===== src/rtl/uart_pkt_pkg.sv =====
`default_nettype none
// ============================================================================
// Module      : uart_pkt_pkg
// Description : Shared types and constants for the UART count packetizer.
//               Packet length, FSM state encoding, FIFO entry layout and the
//               checksum helper all live here.
// Config      : PKT_SEQ_EN - adds a sequence byte after the sync byte
//               (9-byte packet instead of 8).
// Revision    : 1.0 - initial release
// ============================================================================
package uart_pkt_pkg;

  localparam logic [7:0] SYNC_BYTE_DEFAULT = 8'hA5;

`ifdef PKT_SEQ_EN
  localparam int PKT_LEN = 9;
`else
  localparam int PKT_LEN = 8;
`endif

  localparam int PKT_W  = PKT_LEN * 8;
  // Everything between the sync byte and the checksum byte
  localparam int BODY_W = PKT_W - 16;
  localparam logic [3:0] LAST_BYTE = 4'(PKT_LEN - 1);

  typedef enum logic [1:0] {
    IDLE = 2'd0,
    LOAD = 2'd1,
    ARM  = 2'd2,
    WAIT = 2'd3
  } pkt_state_e;

  typedef struct packed {
    logic [15:0] idx;
    logic [31:0] cnt;
  } fifo_entry_t;

  // Modulo-256 sum of the packet body; the sync byte is never included.
  function automatic logic [7:0] pkt_csum(input logic [BODY_W-1:0] body);
    logic [7:0] sum;
    sum = 8'd0;
    for (int i = 0; i < BODY_W / 8; i++) begin
      sum = sum + body[i*8 +: 8];
    end
    return sum;
  endfunction

endpackage
`default_nettype wire


===== src/rtl/pkt_sync_fifo.sv =====
`default_nettype none
// ============================================================================
// Module      : pkt_sync_fifo
// Description : Synchronous first-word-fall-through FIFO. dout shows the head
//               entry whenever empty is low; pop consumes it.
// Ports       : clk, rst_n (sync, active low)
//               push/din/full  - write side, push ignored when full
//               pop/dout/empty - read side, pop ignored when empty
//               level          - current occupancy (0..2**AW)
// Revision    : 1.0 - initial release
// ============================================================================
module pkt_sync_fifo #(
  parameter int AW = 3,
  parameter int DW = 48
) (
  input  logic          clk,
  input  logic          rst_n,
  input  logic          push,
  input  logic [DW-1:0] din,
  output logic          full,
  input  logic          pop,
  output logic [DW-1:0] dout,
  output logic          empty,
  output logic [AW:0]   level
);

  localparam int DEPTH = 1 << AW;

  logic [DW-1:0] mem_q [DEPTH];
  logic [AW-1:0] wr_ptr_q, wr_ptr_d;
  logic [AW-1:0] rd_ptr_q, rd_ptr_d;
  logic [AW:0]   level_q, level_d;
  logic          do_push, do_pop;

  assign full    = (level_q == DEPTH[AW:0]);
  assign empty   = (level_q == '0);
  assign do_push = push && !full;
  assign do_pop  = pop && !empty;
  assign dout    = mem_q[rd_ptr_q];
  assign level   = level_q;

  always_comb begin
    wr_ptr_d = wr_ptr_q;
    rd_ptr_d = rd_ptr_q;
    level_d  = level_q;
    if (do_push) wr_ptr_d = wr_ptr_q + AW'(1);
    if (do_pop)  rd_ptr_d = rd_ptr_q + AW'(1);
    case ({do_push, do_pop})
      2'b10:   level_d = level_q + (AW+1)'(1);
      2'b01:   level_d = level_q - (AW+1)'(1);
      default: level_d = level_q;
    endcase
  end

  always_ff @(posedge clk) begin
    if (!rst_n) begin
      wr_ptr_q <= '0;
      rd_ptr_q <= '0;
      level_q  <= '0;
    end else begin
      wr_ptr_q <= wr_ptr_d;
      rd_ptr_q <= rd_ptr_d;
      level_q  <= level_d;
    end
  end

  // Storage needs no reset: occupancy tracking decides what is valid.
  always_ff @(posedge clk) begin
    if (do_push) mem_q[wr_ptr_q] <= din;
  end

endmodule
`default_nettype wire


===== src/rtl/uart_count_packetizer.sv =====
`default_nettype none
// ============================================================================
// Module      : uart_count_packetizer
// Description : Buffers timebin/count pairs and frames each one into a byte
//               packet {SYNC, [SEQ], idx[15:8], idx[7:0], cnt[31:24..7:0],
//               CSUM} fed byte-by-byte to a UART transmitter.
// Config      : PKT_SEQ_EN - inserts a wrapping 8-bit sequence byte after the
//               sync byte; it advances on every completed packet.
// Ports       : clk, rst_n (sync, active low)
//               count_valid/count_ready/bin_index/count_data - pair input
//               ovf_clear  - clears overflow and tx_timeout sticky bits
//               transmit/tx_byte/tx_busy/tx_done - UART transmit handshake
//               pkt_sent   - pulse when the last byte of a packet completes
//               overflow   - sticky, a pair was dropped on a full FIFO
//               tx_timeout - sticky, a packet was aborted waiting on tx_done
//               fifo_level - current FIFO occupancy
// Revision    : 1.0 - initial release
// ============================================================================
module uart_count_packetizer
  import uart_pkt_pkg::*;
#(
  parameter int          FIFO_AW    = 3,
  parameter logic [7:0]  SYNC_BYTE  = SYNC_BYTE_DEFAULT,
  parameter logic [23:0] TX_TIMEOUT = 24'd2_000_000
) (
  input  logic               clk,
  input  logic               rst_n,
  input  logic               count_valid,
  output logic               count_ready,
  input  logic [15:0]        bin_index,
  input  logic [31:0]        count_data,
  input  logic               ovf_clear,
  output logic               transmit,
  output logic [7:0]         tx_byte,
  input  logic               tx_busy,
  input  logic               tx_done,
  output logic               pkt_sent,
  output logic               overflow,
  output logic               tx_timeout,
  output logic [FIFO_AW:0]   fifo_level
);

  fifo_entry_t fifo_din, fifo_dout;
  logic        fifo_full, fifo_empty, fifo_pop;

  pkt_state_e       state_q, state_d;
  logic [PKT_W-1:0] shreg_q, shreg_d;
  logic [7:0]       tx_byte_q, tx_byte_d;
  logic [3:0]       byte_cnt_q, byte_cnt_d;
  logic [23:0]      timer_q, timer_d, timer_inc;
  logic             transmit_q, transmit_d;
  logic             pkt_sent_q, pkt_sent_d;
  logic             overflow_q, overflow_d;
  logic             tx_timeout_q, tx_timeout_d;

  logic [BODY_W-1:0] body;
  logic [PKT_W-1:0]  next_pkt;

  assign fifo_din.idx = bin_index;
  assign fifo_din.cnt = count_data;

  pkt_sync_fifo #(
    .AW (FIFO_AW),
    .DW ($bits(fifo_entry_t))
  ) u_fifo (
    .clk   (clk),
    .rst_n (rst_n),
    .push  (count_valid),
    .din   (fifo_din),
    .full  (fifo_full),
    .pop   (fifo_pop),
    .dout  (fifo_dout),
    .empty (fifo_empty),
    .level (fifo_level)
  );

`ifdef PKT_SEQ_EN
  logic [7:0] seq_q, seq_d;
  assign body = {seq_q, fifo_dout.idx, fifo_dout.cnt};
`else
  assign body = {fifo_dout.idx, fifo_dout.cnt};
`endif

  assign next_pkt  = {SYNC_BYTE, body, pkt_csum(body)};
  assign timer_inc = timer_q + 24'd1;

  always_comb begin
    state_d      = state_q;
    shreg_d      = shreg_q;
    tx_byte_d    = tx_byte_q;
    byte_cnt_d   = byte_cnt_q;
    timer_d      = timer_q;
    transmit_d   = 1'b0;
    pkt_sent_d   = 1'b0;
    overflow_d   = overflow_q;
    tx_timeout_d = tx_timeout_q;
    fifo_pop     = 1'b0;
`ifdef PKT_SEQ_EN
    seq_d        = seq_q;
`endif

    // Clears come first so any set in this cycle overrides them.
    if (ovf_clear) begin
      overflow_d   = 1'b0;
      tx_timeout_d = 1'b0;
    end
    if (count_valid && fifo_full) overflow_d = 1'b1;

    case (state_q)
      IDLE: begin
        if (!fifo_empty) state_d = LOAD;
      end
      LOAD: begin
        fifo_pop   = 1'b1;
        shreg_d    = next_pkt;
        tx_byte_d  = next_pkt[PKT_W-1 -: 8];
        byte_cnt_d = 4'd0;
        // Launch decision is made a cycle early so transmit is a flop and
        // coincides with the first ARM cycle when the UART is idle.
        transmit_d = !tx_busy;
        state_d    = ARM;
      end
      ARM: begin
        if (transmit_q) begin
          timer_d = 24'd0;
          state_d = WAIT;
        end else begin
          transmit_d = !tx_busy;
        end
      end
      WAIT: begin
        if (tx_done) begin
          if (byte_cnt_q == LAST_BYTE) begin
            pkt_sent_d = 1'b1;
            state_d    = IDLE;
`ifdef PKT_SEQ_EN
            seq_d      = seq_q + 8'd1;
`endif
          end else begin
            byte_cnt_d = byte_cnt_q + 4'd1;
            shreg_d    = shreg_q << 8;
            tx_byte_d  = shreg_q[PKT_W-9 -: 8];
            transmit_d = !tx_busy;
            state_d    = ARM;
          end
        end else begin
          // Counter stops at TX_TIMEOUT because the FSM leaves WAIT there.
          timer_d = timer_inc;
          if (timer_inc == TX_TIMEOUT) begin
            tx_timeout_d = 1'b1;
            state_d      = IDLE;
          end
        end
      end
      default: state_d = IDLE;
    endcase
  end

  always_ff @(posedge clk) begin
    if (!rst_n) begin
      state_q      <= IDLE;
      shreg_q      <= '0;
      tx_byte_q    <= 8'd0;
      byte_cnt_q   <= 4'd0;
      timer_q      <= 24'd0;
      transmit_q   <= 1'b0;
      pkt_sent_q   <= 1'b0;
      overflow_q   <= 1'b0;
      tx_timeout_q <= 1'b0;
`ifdef PKT_SEQ_EN
      seq_q        <= 8'd0;
`endif
    end else begin
      state_q      <= state_d;
      shreg_q      <= shreg_d;
      tx_byte_q    <= tx_byte_d;
      byte_cnt_q   <= byte_cnt_d;
      timer_q      <= timer_d;
      transmit_q   <= transmit_d;
      pkt_sent_q   <= pkt_sent_d;
      overflow_q   <= overflow_d;
      tx_timeout_q <= tx_timeout_d;
`ifdef PKT_SEQ_EN
      seq_q        <= seq_d;
`endif
    end
  end

  assign count_ready = !fifo_full;
  assign transmit    = transmit_q;
  assign tx_byte     = tx_byte_q;
  assign pkt_sent    = pkt_sent_q;
  assign overflow    = overflow_q;
  assign tx_timeout  = tx_timeout_q;

endmodule
`default_nettype wire


===== config.mk =====
export PLATFORM = sky130hd
export DESIGN_NAME = uart_count_packetizer
export DESIGN_NICKNAME = d
export VERILOG_FILES = /design/src/rtl/uart_pkt_pkg.sv /design/src/rtl/pkt_sync_fifo.sv /design/src/rtl/uart_count_packetizer.sv
export SDC_FILE = /design/constraint.sdc
export NUM_CORES = 1
export LEC_CHECK = 0
export ABC_CLOCK_PERIOD_IN_PS = 9350
export BUFFER_PORTS_ARGS = -buffer_cell sky130_fd_sc_hd__buf_2
export CAP_MARGIN = 0
export CORE_MARGIN = 1.5
export CORE_UTILIZATION = 45
export DETAILED_ROUTE_END_ITERATION = 10
export MAX_ROUTING_LAYER = met4
export PLACE_DENSITY = 0.58
export SLEW_MARGIN = 20
export SYNTH_ARGS = -nofsm -noshare
export SYNTH_HDL_FRONTEND = slang
export SYNTH_SLANG_ARGS = --single-unit
export TNS_END_PERCENT = 20

===== constraint.sdc =====
create_clock -name clk -period 9.35 [get_ports clk]
set_clock_uncertainty 0.2 [all_clocks]
set_input_delay 0.4675 -clock clk [delete_from_list [all_inputs] [get_ports clk]]
set_output_delay 0.4675 -clock clk [all_outputs]
set_load 0.03 [all_outputs]

== Word level (Yosys, flattened, before mapping) ==
Memory sizes are Yosys's and may differ from the RTL's. A register that Yosys moved wholly into a read port is not among the register bits.
Cells that the tools add are included.
Storage, ports and cells
  output and inout port bits: 17
  logic and storage cells: 89
  register bits: 108
  memory bits (writable): 384
  input bits: 54
  memories kept: 1
Memory list
  u_fifo.mem_q: words 8, width 48, read ports 1, clocked after memory_dff 1, wr ports 1, RTL line pkt_sync_fifo.sv:29  | logic [DW-1:0] mem_q [DEPTH];
Operators by class
  reductions and logical operators: 16
  multiplexer cells: 35
  eq/ne operators: 14
  add/subtract/negate cells: 11
Operators by type and width (number)
  two-way mux 56 bit: 2
  one-hot mux 56 bit (2 select lines): 1
  two-way mux 24 bit: 2
  one-hot mux 24 bit (2 select lines): 1
  adder 8 bit: 5
  adder 24 x 1 -> 24 bit, second input constant: 1
  equality test 24 x 21 -> 1 bit, second input constant: 1
  two-way mux 8 bit: 2
  one-hot mux 4 bit (2 select lines): 2
  one-hot mux 8 bit (2 select lines): 1
  two-way mux 1 bit: 13
  AND reduction 3 bit: 4
  two-way mux 2 bit: 5
  inequality test 2 bit, second input constant: 5
  adder 4 x 1 -> 4 bit, second input constant: 2
  two-way mux 4 bit: 2
  one-hot mux 2 bit (4 select lines): 1
  nonzero test 2 bit: 4
  adder 3 x 1 -> 3 bit, second input constant: 2
  equality test 2 bit, second input constant: 3
  two-way mux 3 bit: 2
  equality test 2 x 1 -> 1 bit, second input constant: 2
  equality test 4 x 3 -> 1 bit, second input constant: 1
  equality test 4 bit, second input constant: 1
  7 further kinds: 11

== Longest topological paths before layout ==
Gate-level depths: netlist (run 1).
  depth after elaboration: 6
  gate-level depth with buffers: 21
  depth with buffers taken out: 17

== Cells and area by module ==
A second synthesis (run 1) with hierarchy kept.
Unflattened totals
  cells, all modules: 1341
  area, all modules: 21214.1 sq um
Modules (own cells, without submodules)
  pkt_sync_fifo: instances 1, cells each 629, area each 15310.9 sq um, seq. area each 11791.3 sq um
  uart_count_packetizer: instances 1, cells each 712, area each 5903.2 sq um, seq. area each 1961.9 sq um

== Worst setup path before layout (run 1) ==
Ideal clock, no wire load.
  path type: reg-to-reg
  start point: register u_fifo.level_q[0] (netlist: u_fifo.level[0])
  end point: memory u_fifo.mem_q[1][0], enable pin
  arrival time: 6.250 ns
  slack: 2.311 ns
  cell stages (with the launch flop): 5
  required time: 8.560 ns
  period minus slack after synthesis: 7.039 ns
  buffers on the path: 0
  library setup time: 0.590 ns
  cells stage by stage: dfxtp_1 nor3_1 nand2_1 nand2_1 nor4b_1
Between the ends
  longest elaborated chain between the ends: 5
Ends and longest elaborated chain
  from (decl): RTL line pkt_sync_fifo.sv:32  | logic [AW:0] level_q, level_d;
  from (signal assigned): RTL line pkt_sync_fifo.sv:63  | level_q <= level_d;
  equality test 4 bit: RTL line pkt_sync_fifo.sv:35  | assign full = (level_q == DEPTH[AW:0]);
  logical NOT 1 bit
  via count_ready: RTL line uart_count_packetizer.sv:29  | output logic count_ready,
  logical AND 1 bit: RTL line pkt_sync_fifo.sv:37  | assign do_push = push && !full;
  two-way mux 1 bit: RTL line pkt_sync_fifo.sv:69  | if (do_push) mem_q[wr_ptr_q] <= din;
  two-way mux 1 bit (implied by the code): RTL line pkt_sync_fifo.sv:69
  to (decl): RTL line pkt_sync_fifo.sv:29
The timed path passes the listed nets, and every way through them passes these cells.

==> results.ini, run 1 <==
[clock_network]
clk_latency_ns=0.59
post_cts_resized=0
cts.clk_slew.worst_paths_ns=0.06
cts_tree=yes
cts-buffers-inserted=52
cts_num_sinks=495
post_cts_buffers=0
htree_levels=2
cts_buffer_depth=3
root_buffer=clkbuf_16

[sta]
hold_viol=0
worst_slew_pin_slew_ns=0.971
setup_violations=0
rsz0062_at_grt=no
post-route-min-period_ns=5.88
max_freq_mhz=170
timing.setup.tns_ns=0
drv_slew=0
min_period_over_period_pct=62.9
maxSlewHeadroom_pct=35.3
hold_slack_ns=0.123

[route]
drt-vias-per-instance=5.41
top_layer=met4
wl_met3_mm=1.63
ant_nets=0
drt-met1-wl_mm=19.9
wirelength_mm=43.3
dr.first_iter.drc_count=798
vias=11200
route.detailed.drc=0
wl_met2_mm=20.9
first_pass_iters=5
wl_per_cell_um=20.9

[logic_synthesis]
synth_common_cells=384 x edfxtp_1, 111 x dfxtp_1, 104 x nor2_1, 95 x mux4_2, 68 x a21oi_1
ys_top_cells_by_area=edfxtp_1 56%, dfxtp_1 11%, mux4_2 10%
synth_top_area_share_pct=55.9
syn_area_um2=20600
synth_most_common_cell=edfxtp_1
ys_warn_count=0
synth_top_cell_by_area=edfxtp_1
synthCells=1319
ys.flop_type=edfxtp_1
yosys_register_bits=495
yosysSeqAreaShare_pct=66.6
syn_nets=1414
synthDistinctLibCells=57
ys_async_sr_fraction_pct=0
avgSynthCellArea_um2=15.6
synth_edf_count=384

[min_path]
worstHoldPathType=input port to flop

[floorplanning]
dieArea_um2=47200
die_width_um=217
ios=71
start_util_pct=45.6
die_h_um=217
fp-row-count=78
core_area_um2=45300

[finish]
finalInstanceArea_um2=23800
area_delta_synth_final_pct=15.2
drive_gt1_share_pct=20.3
n_antenna_cell=0
multi_input_area_um2=6400
nets=1522
fillers=3735
regArea_um2=13800

[critical_path]
critical_path_class=flop to flop
end_kind=flop
path_max_fanout=48
crit_required_ns=9.59
cp.arrival_ns=6.12
startpoint_type=flop

[global_routing]
grt_usage_pct=19.4
antenna_found_initial=0
grt_max_degree=86
grt_remaining_overflow=0
grt_pass1_vias=11400
grt_first_pass_wirelength_mm=67.6

[placed_design]
place_area_um2=21600
dp_hpwl_mm=24.2
gp_congestion=0.812
portBuffers=70

[job]
maxCapViolCount=0

[run_status]
status=completed

[power_and_ir_drop]
vdd_ir_drop_max_v=0.000170
powerDensity_nw_per_um2=254
leakagePower_nw=8.10

-- per-layer routing --
| metal | vias up | track usage, % |
|---|---|---|
| met2 | 201 | 31.3 |
| met5 | - | - |
| met4 | 0 | 4.61 |
| li1 | 5242 | - |
| met1 | 5669 | 25.7 |
| met3 | 60 | 3.37 |
-- cells by family (layout without fill, tap and decap cells) --
logic type               Yosys count  after routing  synth area share (%)
flip-flops                       495            495                  66.6
AO/OA/AOI/OAI                    173            173                  4.98
AND/OR/NAND/NOR                  277            277                  6.43
adder cells (fa/ha/maj)           41             41                  3.50
multiplexers                     181            181                  14.7
buffers and inverters            129            276                  2.70
XOR/XNOR                          23             23                  1.04
-- power by group --
group          total, W  internal, W  leakage [nW]  switching [W]
registers       0.00259      0.00251          4.39      0.0000834
logic           0.00140     0.000642          2.87       0.000757
clock network   0.00206      0.00123         0.836       0.000821
total           0.00605      0.00438          8.10        0.00166
-- layout by cell type, fill, tap and decap left out, types with 28 or more instances in the layout --
master / count
a21oi_1: 68
inv_1: 45
and2_1: 29
nand2_1: 55
edfxtp_1: 384
buf_2: 70
clkbuf_16: 53
mux2i_1: 59
fa_1: 28
dlygate4sd3_1: 51
mux4_2: 95
dfxtp_1: 108
nor2_1: 103
-- path summary, 6_finish.rpt --
path | end | depth (start not counted) | slack [ns] | startpoint
worst min register to register | byte_cnt_q[3]$_SDFFE_PN0P_ | 1 | 0.24 | byte_cnt_q[3]$_SDFFE_PN0P_
worst max-delay path | shreg_q[7]$_SDFFE_PN0P_ | 16 | 3.47 | flop
worst max register to register | shreg_q[7]$_SDFFE_PN0P_ | 16 | 3.47 | flop
worst min-delay path | overflow$_SDFFE_PN0P_ | 4 | 0.12 | ovf_clear
-- worst max-delay path: stages (launching register included) --
cell and delay [ns]:
dfxtp_4 0.84, buf_4 0.70, mux4_2 0.41, mux2_2 0.32, fa_1 0.51, fa_1 0.49
inv_1 0.05, fa_1 0.59, inv_1 0.06, ha_1 0.28, a21o_1 0.17, a21oi_1 0.21
o21bai_1 0.09, a21oi_1 0.21, xnor3_1 0.33, nand2_1 0.09, a21oi_2 0.06
-- state kept, by name (all words and copies together), names as in the netlist, named ones only --
register	count
u_fifo.wr_ptr_q	3
byte_cnt_q	4
u_fifo.level	4
timer_q	24
u_fifo.mem_q	384
shreg_q	56
u_fifo.rd_ptr_q	3
tx_timeout	1
pkt_sent	1
state_q	2
tx_byte	8
overflow	1
transmit	1
-- per-stage QoR --
stage | utilization [%] | total power, W | setup slack (ns) | instances
floorplan | - | 0.00372 | 2.31 | 1319
global placement | 47.6 | 0.00402 | 3.48 | 1922
detailed placement | 47.6 | 0.00404 | 3.45 | 1922
CTS | 52.5 | 0.00612 | 3.44 | 2066
global route | 52.5 | 0.00638 | 3.20 | 2066
finish | 52.5 | 0.00605 | 3.47 | 2066
-- final cells by class --
cell class / count / area share (%)
Clock buffer: 79 / 6.45
Clock inverter: 14 / 0.742
Inverter: 46 / 0.726
Multi-Input combinational cell: 695 / 26.9
Sequential cell: 495 / 57.9
Tap cell: 600 / 3.16
Timing Repair Buffer: 137 / 4.13
-- timing repair --
action / 4_1_cts / 5_1_grt
hold buffers: 51 / 0
hold endpoints to repair: 387 / 0
endpoints found under the setup margin: 0 / 0
Power figures use the tool's default switching activity.
==> inputs of run 2 (changes only) <==
--- a/config.mk
+++ b/config.mk
@@ -5,7 +5,7 @@
 export SDC_FILE = /design/constraint.sdc
 export NUM_CORES = 1
 export LEC_CHECK = 0
-export ABC_CLOCK_PERIOD_IN_PS = 9350
+export ABC_CLOCK_PERIOD_IN_PS = 5500
 export BUFFER_PORTS_ARGS = -buffer_cell sky130_fd_sc_hd__buf_2
 export CAP_MARGIN = 0
 export CORE_MARGIN = 1.5
==> constraint.sdc (replaced) <==
create_clock -name clk -period 5.5 [get_ports clk]
set_clock_uncertainty 0.2 [all_clocks]
set_input_delay 0.275 -clock clk [delete_from_list [all_inputs] [get_ports clk]]
set_output_delay 0.275 -clock clk [all_outputs]
set_load 0.03 [all_outputs]
==> results.ini, run 2 (synthesized netlist as in run 1, its figures left out) <==
[clock_network]
cts_buffer_depth=3  ; unchanged
post_cts_resized=0  ; unchanged
cts_num_sinks=495  ; unchanged
htree_levels=2  ; unchanged
clk_latency_ns=0.58  ; about the same
cts.clk_slew.worst_paths_ns=0.06  ; about the same
cts_tree=yes
cts-buffers-inserted=52  ; unchanged
root_buffer=clkbuf_16

[sta]
maxSlewHeadroom_pct=28.7  ; -6.6 points
min_period_over_period_pct=91.8  ; +29 points
hold_viol=0  ; unchanged
worst_slew_pin_slew_ns=1.07  ; +0.0986 ns
rsz0062_at_grt=no
drv_slew=0  ; unchanged
max_freq_mhz=198  ; +16%
post-route-min-period_ns=5.05  ; -0.831 ns
timing.setup.tns_ns=0  ; unchanged
worst_slack_ns=0.449  ; -3.02 ns
setup_violations=0  ; unchanged

[route]
dr.first_iter.drc_count=845  ; +5.9%
first_pass_iters=4  ; -1
wirelength_mm=45.2  ; +4.4%
route.detailed.drc=0  ; unchanged
wl_per_cell_um=21.6  ; +3.3%
vias=11300  ; +1.2%
ant_nets=0  ; unchanged
drt-vias-per-instance=5.41  ; +0.13%

[power_and_ir_drop]
vdd_ir_drop_max_v=0.000309  ; +82%
leakagePower_nw=8.25  ; +1.9%
powerDensity_nw_per_um2=437  ; +72%

[critical_path]
cp_common_cell=fa_1
path_max_fanout=13  ; -73%
slowest_delay_ns=0.60  ; -0.24 ns
crit_required_ns=5.73  ; -3.86 ns
worst-path-buf-inv=3  ; unchanged
path_delay_family=adder cells
end_kind=flop
critical_path_class=flop to flop
crit_slowest_cell=fa_1
cp.arrival_ns=5.28  ; -0.84 ns
path_cells=buf_12 -> mux4_2 -> mux2_2 -> fa_1 -> fa_1 -> inv_1 -> fa_1 -> inv_1 -> ha_1 -> a21o_1 -> a21oi_1 -> o21bai_1 -> a21oi_1 -> xnor3_1 -> nand2_1 -> a21oi_2
r2r_slack_ns=0.45  ; -3.02 ns
startpoint_type=flop

[job]
maxCapViolCount=0  ; unchanged

[placed_design]
gp_congestion=0.791  ; -2.6%
dp_hpwl_mm=26.4  ; +9.2%
pre_cts_ws_ns=0.412  ; -3.04 ns
portBuffers=70  ; unchanged

[finish]
layout_commonest_cell=edfxtp_1
drive_gt1_share_pct=21.7  ; +1.4 points
n_antenna_cell=0  ; unchanged
largest_reg_flops=384  ; unchanged
layout_common_cells=384 x edfxtp_1, 108 x dfxtp_1, 103 x nor2_1
reg.largest.list=u_fifo.mem_q: 384 flops, shreg_q: 56 flops, timer_q: 24 flops
fillers=3717  ; -0.48%
nets=1541  ; +1.2%
area_delta_synth_final_pct=16.6
regMostFlops=u_fifo.mem_q

[global_routing]
grt_pass1_vias=11700  ; +2.3%
antenna_found_initial=0  ; unchanged
grt_max_degree=84  ; -2.3%
grt_first_pass_wirelength_mm=69.8  ; +3.3%
grt_remaining_overflow=0  ; unchanged
grt_usage_pct=20.2  ; +0.86 points

[floorplanning]
fp-row-count=78  ; unchanged
core_area_um2=45300  ; unchanged
ios=71  ; unchanged
start_util_pct=45.6  ; unchanged
die_h_um=217  ; unchanged
dieArea_um2=47200  ; unchanged
die_width_um=217  ; unchanged

[run_status]
status=completed

[min_path]
worstHoldPathType=input port to flop

[run 2: changes by cell type in the layout (fill, tap and decap cells not counted)]
cell | before | now
clkinv_4 | 0 | 1
clkinvlp_4 | 1 | 4
dlygate4sd3_1 | 51 | 52
clkbuf_16 | 53 | 56
buf_12 | 0 | 5
clkbuf_1 | 15 | 10
clkinv_2 | 4 | 6
inv_6 | 2 | 1
buf_4 | 16 | 29
[run 2: power breakdown]
group / internal [W] / switching, W / total, W
sequential: 0.00426 / 0.000140 / 0.00440
clock: 0.00219 / 0.00143 / 0.00362
combinational: 0.00115 / 0.00134 / 0.00249
[run 2: area by class of cell]
cell class,instances,area (um^2),area share [%]
inverters,46,173,0.717
clock buffers,77,1590,6.61
repair buffers,156,1190,4.94
multi-input cells,695,6400,26.6
well taps,600,751,3.12
clock inverters,19,209,0.868
flip-flops and latches,495,13800,57.2
[run 2: final timing paths]
check / from / end / depth (start not counted)
worst max-delay path: flop / shreg_q[7]$_SDFFE_PN0P_ / 16
worst max register to register: flop / shreg_q[7]$_SDFFE_PN0P_ / 16
worst min register to register: byte_cnt_q[3]$_SDFFE_PN0P_ / byte_cnt_q[3]$_SDFFE_PN0P_ / 1
worst min-delay path: rst_n / shreg_q[49]$_SDFFE_PN0P_ / 2
[run 2: what timing repair did]
action / 4_1_cts / 5_1_grt
hold buffers: 52 / 0
hold endpoints to repair: 391 / 0
buffers inserted: 0 / 0
[run 2: worst reg2reg max path: cells and delay by family (launching register included)]
family                     cells  cell delay (ns)
adders and majority gates      4             1.87
muxes                          2             0.80
AOI/OAI and AO/OA              5             0.77
DFF                            1             0.53
buffers and inverters          3             0.33
xor gates and xnor gates       1             0.33
and+or+nand+nor                1             0.09
[run 2: layer usage]
layer	track usage, %	vias up	share of wire, %
met3	2.73	87	3.7
li1	-	5285	-
met1	27.1	5725	46
met5	-	-	0
met4	6.85	0	2.9
met2	32.0	209	48
[run 2: per-stage QoR]
stage | std cells | total power, W | hold slack (ns) | util (%) | cell area, um^2
6_report | 2088 | 0.0105 | 0.0209 | 53.2 | 24100
5_1_grt | 2088 | 0.0111 | 0.0376 | 53.2 | 24100
4_1_cts | 2088 | 0.0106 | 0.0109 | 53.2 | 24100
3_5_place_dp | 1940 | 0.00697 | 0.247 | 48.0 | 21800
3_3_place_gp | 1940 | 0.00692 | 0.235 | 48.0 | 21800
2_1_floorplan | 1319 | 0.00633 | 0.154 | - | 20600
